File: src/rtl/div_unit.sv
// div_unit: iterative radix-2 restoring divider for RV32M DIV/DIVU/REM/REMU.
// Stalls the pipeline while it works and emits a one-cycle result strobe.
module div_unit #(
  parameter int XLEN = 32,
  parameter int CNTW = 5
) (
  input  logic            clk,
  input  logic            rst,
  input  logic            start,
  input  logic            flush,
  input  logic [1:0]      divop,
  input  logic [XLEN-1:0] op1,
  input  logic [XLEN-1:0] op2,
  output logic            stall,
  output logic            result_valid,
  output logic [XLEN-1:0] result
);

  typedef enum logic [1:0] {
    IDLE = 2'd0,
    CALC = 2'd1,
    DONE = 2'd2
  } state_t;

  localparam logic [XLEN-1:0] MIN_NEG = {1'b1, {(XLEN-1){1'b0}}};

  state_t            r_state;
  state_t            w_next;

  logic [CNTW-1:0]   r_cnt;
  logic [XLEN-1:0]   r_quo;
  logic [XLEN-1:0]   r_rem;
  logic [XLEN-1:0]   r_dsr;
  logic              r_is_rem;
  logic              r_neg_q;
  logic              r_neg_r;
  logic [XLEN-1:0]   r_result;

  logic              w_accept;
  logic              w_signed;
  logic              w_div0;
  logic              w_ovf;
  logic              w_fast;
  logic [XLEN-1:0]   w_abs1;
  logic [XLEN-1:0]   w_abs2;
  logic [XLEN-1:0]   w_fast_quo;
  logic [XLEN-1:0]   w_fast_rem;
  logic [XLEN-1:0]   w_fast_res;
  logic [XLEN:0]     w_rem_sh;
  logic [XLEN:0]     w_trial;
  logic              w_ge;
  logic [XLEN-1:0]   w_rem_step;
  logic [XLEN-1:0]   w_quo_step;
  logic [XLEN-1:0]   w_norm_res;

  // Operand decode and fast-path detection for the IDLE start cycle
  always_comb begin
    w_accept   = (r_state == IDLE) & start & ~flush;
    w_signed   = ~divop[0];
    w_div0     = (op2 == '0);
    w_ovf      = w_signed & (op1 == MIN_NEG) & (op2 == '1);
    w_fast     = w_div0 | w_ovf;
    w_abs1     = (w_signed & op1[XLEN-1]) ? -op1 : op1;
    w_abs2     = (w_signed & op2[XLEN-1]) ? -op2 : op2;
    // Fast-path results use the raw dividend, so no sign fix-up is applied
    w_fast_quo = w_div0 ? '1 : MIN_NEG;
    w_fast_rem = w_div0 ? op1 : '0;
    w_fast_res = divop[1] ? w_fast_rem : w_fast_quo;
  end

  // One restoring step; the final step also feeds the signed result fix-up
  always_comb begin
    w_rem_sh   = {r_rem, r_quo[XLEN-1]};
    w_trial    = w_rem_sh - {1'b0, r_dsr};
    w_ge       = ~w_trial[XLEN];
    w_rem_step = w_ge ? w_trial[XLEN-1:0] : w_rem_sh[XLEN-1:0];
    w_quo_step = {r_quo[XLEN-2:0], w_ge};
    if (r_is_rem) begin
      w_norm_res = r_neg_r ? -w_rem_step : w_rem_step;
    end else begin
      w_norm_res = r_neg_q ? -w_quo_step : w_quo_step;
    end
  end

  // State register
  always_ff @(posedge clk) begin
    if (rst) begin
      r_state <= IDLE;
    end else begin
      r_state <= w_next;
    end
  end

  // Next-state and stall/strobe outputs; flush overrides everything
  always_comb begin
    w_next       = r_state;
    stall        = 1'b0;
    result_valid = 1'b0;
    case (r_state)
      IDLE: begin
        if (start) begin
          stall  = 1'b1;
          w_next = w_fast ? DONE : CALC;
        end
      end
      CALC: begin
        stall = 1'b1;
        if (r_cnt == '0) begin
          w_next = DONE;
        end
      end
      DONE: begin
        result_valid = 1'b1;
        w_next       = IDLE;
      end
      default: w_next = IDLE;
    endcase
    if (flush) begin
      w_next       = IDLE;
      stall        = 1'b0;
      result_valid = 1'b0;
    end
  end

  // Datapath registers: operand capture, iteration, result load on DONE entry
  always_ff @(posedge clk) begin
    if (rst) begin
      r_cnt    <= '0;
      r_quo    <= '0;
      r_rem    <= '0;
      r_dsr    <= '0;
      r_is_rem <= 1'b0;
      r_neg_q  <= 1'b0;
      r_neg_r  <= 1'b0;
      r_result <= '0;
    end else if (w_accept) begin
      r_is_rem <= divop[1];
      r_dsr    <= w_abs2;
      r_cnt    <= CNTW'(XLEN - 1);
      if (w_fast) begin
        r_quo    <= w_fast_quo;
        r_rem    <= w_fast_rem;
        r_neg_q  <= 1'b0;
        r_neg_r  <= 1'b0;
        r_result <= w_fast_res;
      end else begin
        r_quo    <= w_abs1;
        r_rem    <= '0;
        r_neg_q  <= w_signed & (op1[XLEN-1] ^ op2[XLEN-1]);
        r_neg_r  <= w_signed & op1[XLEN-1];
      end
    end else if ((r_state == CALC) && !flush) begin
      r_quo <= w_quo_step;
      r_rem <= w_rem_step;
      r_cnt <= r_cnt - CNTW'(1);
      if (r_cnt == '0) begin
        r_result <= w_norm_res;
      end
    end
  end

  assign result = r_result;

endmodule

File: config.mk
export PLATFORM = sky130hd
export DESIGN_NAME = div_unit
export DESIGN_NICKNAME = d
export VERILOG_FILES = /design/src/rtl/div_unit.sv
export SDC_FILE = /design/constraint.sdc
export NUM_CORES = 1
export LEC_CHECK = 0
export BUFFER_PORTS_ARGS = -buffer_cell sky130_fd_sc_hd__buf_2
export CORE_MARGIN = 5
export CORE_UTILIZATION = 50
export CTS_CLUSTER_DIAMETER = 30
export DETAILED_ROUTE_END_ITERATION = 6
export PLACE_DENSITY = 0.79
export SETUP_SLACK_MARGIN = 0.5
export SLEW_MARGIN = 5
export SYNTH_ARGS = -nofsm -noshare
export SYNTH_HDL_FRONTEND = slang
export SYNTH_SLANG_ARGS = --single-unit
File: constraint.sdc
create_clock -name clk -period 5 [get_ports clk]
set_input_delay 0.5 -clock clk [delete_from_list [all_inputs] [get_ports clk]]
set_output_delay 0.5 -clock clk [all_outputs]
set_load 0.05 [all_outputs]
# After elaboration in Yosys (flattened, before gate mapping)
# Index checks and enable logic that the tools add are counted.
[totals]
register_bits = 138
output_inout_bits = 34
wordCells = 76
[op_classes]
n_addsub = 6
eq_ne = 7
muxes = 32
bitwise_logic = 12
n_reduce_logical = 10
[op_table]
columns = ["operator", "count"]
rows = [
  ["$mux 32", 18],
  ["$neg 32->32", 4],
  ["$eq 32x32->1 const B", 2],
  ["$sub 33x32->33", 1],
  ["$logic_not 32->1", 1],
  ["$mux 31", 1],
  ["$mux 5", 2],
  ["$and 1x1->1", 7],
  ["$mux 1", 6],
  ["$mux 2", 3],
  ["$logic_not 5->1", 1],
  ["$sub 5x1->5 const B", 1],
  ["$ne 2x2->1 const B", 2],
  ["$pmux 2 s2", 1],
  ["$reduce_bool 2->1", 2],
  ["$not 1->1", 3],
  ["$reduce_and 3->1", 1],
  ["$eq 2x1->1 const B", 1],
  ["$eq 2x2->1 const B", 1],
  ["$logic_not 2->1", 1],
  ["$ne 2x1->1 const B", 1],
  ["$pmux 1 s2", 1],
  ["$reduce_and 2->1", 1],
  ["$reduce_or 2->1", 1],
  ["4 further kinds", 4],
]

# Depth between registers and ports, before layout
[depth]
ltp_word = 8
mapped_depth = 23

# Worst setup path after synthesis
# Ideal clock, no wire load.
[synth_timing]
path_type = "reg-to-reg"
startpoint = "register r_quo[31]"
endpoint = "register r_result[28], in the netlist result[28]"
setup_ps = 125
arrival_ps = 4847
required_ps = 4875
slack_ps = 28
stages_incl_launch_ff = 24
synth_period_minus_slack_ps = 4972
path_cell_list = "dfxtp_1 -> inv_1 -> ha_1 -> fa_1 -> nand2b_1 -> a211oi_4 -> o211ai_2 -> and4b_1 -> o211a_1 -> buf_6 -> clkinv_1 -> buf_2 -> buf_1 -> nor2_1 -> a21oi_1 -> ha_1 -> o211ai_1 -> a211oi_1 -> and3_1 -> a41oi_1 -> a2111oi_2 -> a21oi_1 -> o311ai_0 -> nand2_1"
[synth_via]
elab_chain_len = 8
word_cells_on_any_way = 11
cone_classes = "3 x add/sub; 7 x mux; 1 x bitwise"
[synth_rtl]
columns = ["element", "line_no", "text"]
rows = [
  ["start, declared", "31", "logic [XLEN-1:0] r_quo;"],
  ["start signal, assigned", "141", "r_quo <= w_fast_quo;"],
  ["start signal, assigned", "147", "r_quo <= w_abs1;"],
  ["start signal, assigned", "153", "r_quo <= w_quo_step;"],
  ["$sub 33x32->33", "74", "w_trial = w_rem_sh - {1'b0, r_dsr};"],
  ["$mux 32 / $not 1->1 (equally long branches)", "76, 75", ""],
  ["$neg 32->32 (on tied branches)", "79, 81", ""],
  ["$mux 32 (on tied branches)", "79, 81", ""],
  ["$mux 32 (*)", "78", "if (r_is_rem) begin"],
  ["$mux 32 (*)", "156", "if (r_cnt == '0) begin"],
  ["$mux 32 (*)", "152", "end else if ((r_state == CALC) && !flush) begin"],
  ["$mux 32 (*)", "136", "end else if (w_accept) begin"],
  ["end signal, assigned", "145", "r_result <= w_fast_res;"],
  ["end signal, assigned", "157", "r_result <= w_norm_res;"],
  ["end, declared", "37", "logic [XLEN-1:0] r_result;"],
]
# Mark *: on every way between the ends. The rest lies on a longest branch, timed or not. The select of a mux whose other input is x is not followed.
# A chain may end at the register's enable or synchronous reset.

# Worst setup path after layout
[layout_timing]
startpoint = "register r_dsr[1]"
endpoint = "register r_result[31], in the netlist result[31]"
[layout_via]
elab_chain_len = 8
word_cells_on_any_way = 11
cone_classes = "3 x add/sub; 7 x mux; 1 x bitwise"
[layout_rtl]
columns = ["element", "line_no", "text"]
rows = [
  ["start, declared", "33", "logic [XLEN-1:0] r_dsr;"],
  ["start signal, assigned", "138", "r_dsr <= w_abs2;"],
  ["$sub 33x32->33 (*)", "74", ""],
  ["$mux 32 / $not 1->1 (equally long branches)", "76, 75", ""],
  ["$neg 32->32 (on tied branches)", "79, 81", ""],
  ["$mux 32 (on tied branches)", "79, 81", ""],
  ["$mux 32 (*)", "78", ""],
  ["$mux 32 (*)", "156", ""],
  ["$mux 32 (*)", "152", ""],
  ["$mux 32 (*)", "136", ""],
]
# Marks and branches as above.

==> results.ini <==
[timing]
fmax_ghz=0.2286
fin_tns_setup_ns=0
slew_headroom_pct=23.93
tightestPinTransition_ns=1.131
finalCritPeriodShare_pct=87.49
slew_viol_final=0
rsz0062_at_grt=no
fin_skew_ns=0.01473
period_needed_ns=4.374
report.final.hold_viol_count=0
finalSetupViolations=0

[setup_path]
ff2ff_setup_slack_ns=0.63
required_ns=5.36
reg2reg_depth=13
cp-start-kind=flip-flop
arrival_ns=4.73
cp_slowest_stage_delay_ns=0.53
reg2reg_from=r_dsr[1]
critical-path-slowest-cell=or4_4
r2r-end=result[31]
crit_chain=inv_1 -> ha_1 -> nor2b_1 -> o31ai_4 -> a31oi_1 -> or4_1 -> a32oi_1 -> nor3b_4 -> a31oi_1 -> or3_4 -> or4_4 -> mux2i_1 -> a211oi_2
path_delay_family=simple AND/OR/NAND/NOR gates
worstSetupEndpointType=flip-flop
cp_max_fo=7
crit_type=flip-flop to flip-flop
critPathBufInv=1
crit_top_cell=a31oi_1

[pwr]
leakage_nw=5.076
irDropWorstVdd_uv=202.1
cellPowerDensity_nw_per_um2=336.7

[drt]
wl_per_cell_um=21.99
dr.pass1.iters=6
vias=13480
route.detailed.drc=0
wl_um=44600
avgViaCountPerCell=6.645
ant_nets=0
drt_iter0_markers=1925

[clock_tree]
path_clk_slew_ns=0.07
h-tree-depth=4
clockBufferDepth=2
clkLatencyLatePin_ns=0.44
clock_sinks=138
cts_tree=done
numCtsBuffers=17
cts_root_buffer=clkbuf_16

[grt]
grt_start_max_net_pins=117
grtUsageTotal_pct=32.57
grt_pass1_vias=12430
overflow=0
grt_first_pass_wirelength_um=68460
antenna_found_initial=1

[placement]
portBuffers=103
placed_cells_incl_taps=1992
gp_congestion=1.013
dp_hpwl_um=32800

[floorplan]
coreArea_um2=23330
chipWidth_um=163.3
die_y_um=163.3
io_pins=104
rows=56
start_util_pct=50.35
dieArea_um2=26660

[hold_path]
whs_path_depth=3
hold_end=r_dsr[31]
worstHoldStart=op2[31]
hold_path.class=input pin to flip-flop

[job]
cap_violations=0

[yosys]
synth-edff-count=0
synth-seq-cells=138
ys.flop_type=dfxtp_1
syn_area_um2=11750
async_flop_share_pct=0
netlist_instances=1634
yosysSeqAreaShare_pct=23.51
syn-num-nets=1744
synth_area_per_cell_um2=7.190
ys.warnings.count=0
synth.distinct_cells=89

[finish]
stdcell_count=2028
antenna_cells=0
drive_gt1_share_pct=13.69
final_nets=1806
syn2layout_area_growth_pct=13.27

[run_status]
outcome=complete, no violations

-- metal layers --
metal  vias up  track usage [%]  part of all wire [%]
met5         -                0                     0
met4         0            15.02                   5.2
met3       204            7.570                    12
met2       912            50.30                    44
met1      6211            43.22                    39
li1       6150                -                     -
-- Yosys cell counts, types with 12 or more instances --
master,number,area [µm²]
inv_1,52,195.2
buf_2,16,80.08
o21ai_0,84,420.4
nor2_1,191,716.9
nand3_1,17,85.08
buf_1,12,45.04
o211ai_1,23,172.7
or4_1,19,142.6
nand2_1,151,566.8
a211oi_1,54,405.4
nor3_1,57,285.3
nor4_1,22,137.6
a21oi_1,203,1016
a221oi_1,14,122.6
o31ai_1,21,157.7
nand2b_1,13,81.33
and2_1,20,125.1
dfxtp_1,138,2763
xor2_1,56,490.5
xnor2_1,69,604.3
nand4_1,23,143.9
a311oi_1,16,140.1
ha_1,39,488.0
clkbuf_1,75,281.5
mux2i_1,29,290.3
or3_1,26,162.7
a31oi_1,15,93.84
-- how the worst max path moves through the flow --
stage / cells after the start / slack, ns / startpoint / endpoint
2_1_floorplan: 23 / 0.51 / r_quo[31] / result[28]
3_3_place_gp: 18 / 0.45 / r_quo[31] / result[26]
3_5_place_dp: 18 / 0.36 / r_quo[31] / result[26]
4_1_cts: 18 / 0.52 / r_quo[31] / result[26]
5_1_grt: 18 / 0.50 / r_rem[13] / result[30]
6_report: 13 / 0.63 / r_dsr[1] / result[31]
-- flip-flops by register name (all words and copies together) (netlist names) --
register,count
r_state,2
r_neg_r,1
r_neg_q,1
r_quo,32
r_is_rem,1
r_cnt,5
result,32
r_rem,32
r_dsr,32
-- repair_timing --
action	CTS	global route
gates resized for setup	8	15
endpoints found under the setup margin	8	11
buffers inserted	2	2
pin swaps	1	6
hold buffers	0	0
-- tightest hold or removal path, stage by stage --
cell and delay (ns):
buf_2 0.13, nand3_1 0.07, a21oi_1 0.06
-- power by group --
part	switching [W]	internal (W)	total (W)	leakage, nW
combinational	0.00126	0.000705	0.00197	3.66
clock	0.000566	0.000692	0.00126	0.281
sequential	0.0000846	0.00117	0.00126	1.13
-- area by class of cell --
type,count,area (µm²)
tap,319,399.1
timing repair buffer,150,887.1
inverter,55,209.0
multi-input combinational,1334,8474
clock buffer,21,470.5
fill,2209,10020
clock inverter,11,102.6
sequential,138,2765
-- kinds of logic after synthesis --
kind of cell             Yosys count  share of synthesized area (%)
AND/OR/NAND/NOR                  598                          24.91
AO/OA/AOI/OAI                    538                          29.56
buffers and inverters            162                          5.516
flip-flops                       138                          23.51
XOR/XNOR                         125                          9.318
adder cells (fa/ha/maj)           40                          4.324
multiplexers                      33                          2.854
-- stage by stage --
step / utilization, % / setup WS (ns) / area, µm² / hold WS [ns] / power (W)
6_report: 57.04 / 0.6256 / 13310 / 0.3687 / 0.004481
5_1_grt: 57.04 / 0.5025 / 13310 / 0.3930 / 0.004676
4_1_cts: 56.75 / 0.5173 / 13240 / 0.3625 / 0.004383
3_5_place_dp: 54.03 / 0.3642 / 12610 / 0.4622 / 0.003107
3_3_place_gp: 54.03 / 0.4477 / 12610 / 0.4437 / 0.003085
2_1_floorplan: - / 0.5057 / 11800 / 0.4319 / 0.002613
-- placed cells by master (no fill, tap or decap), types with 8 or more instances in the layout --
master,Yosys,layout
a21oi_1,203,201
nor2_1,191,190
nand2_1,151,151
dfxtp_1,138,136
buf_2,16,102
o21ai_0,84,83
xnor2_1,69,69
nor3_1,57,57
xor2_1,56,56
inv_1,52,52
a211oi_1,54,52
buf_4,1,46
ha_1,39,36
mux2i_1,29,29
or3_1,26,25
nand4_1,23,23
o211ai_1,23,23
nor4_1,22,21
o31ai_1,21,20
and2_1,20,19
or4_1,19,18
nand3_1,17,17
clkbuf_16,0,17
a311oi_1,16,16
a31oi_1,15,15
a221oi_1,14,14
nand2b_1,13,12
nor2b_1,11,11
o21a_1,11,11
o41ai_1,11,11
o21ai_1,7,8
No activity file was read; power rests on OpenSTA's default activity.
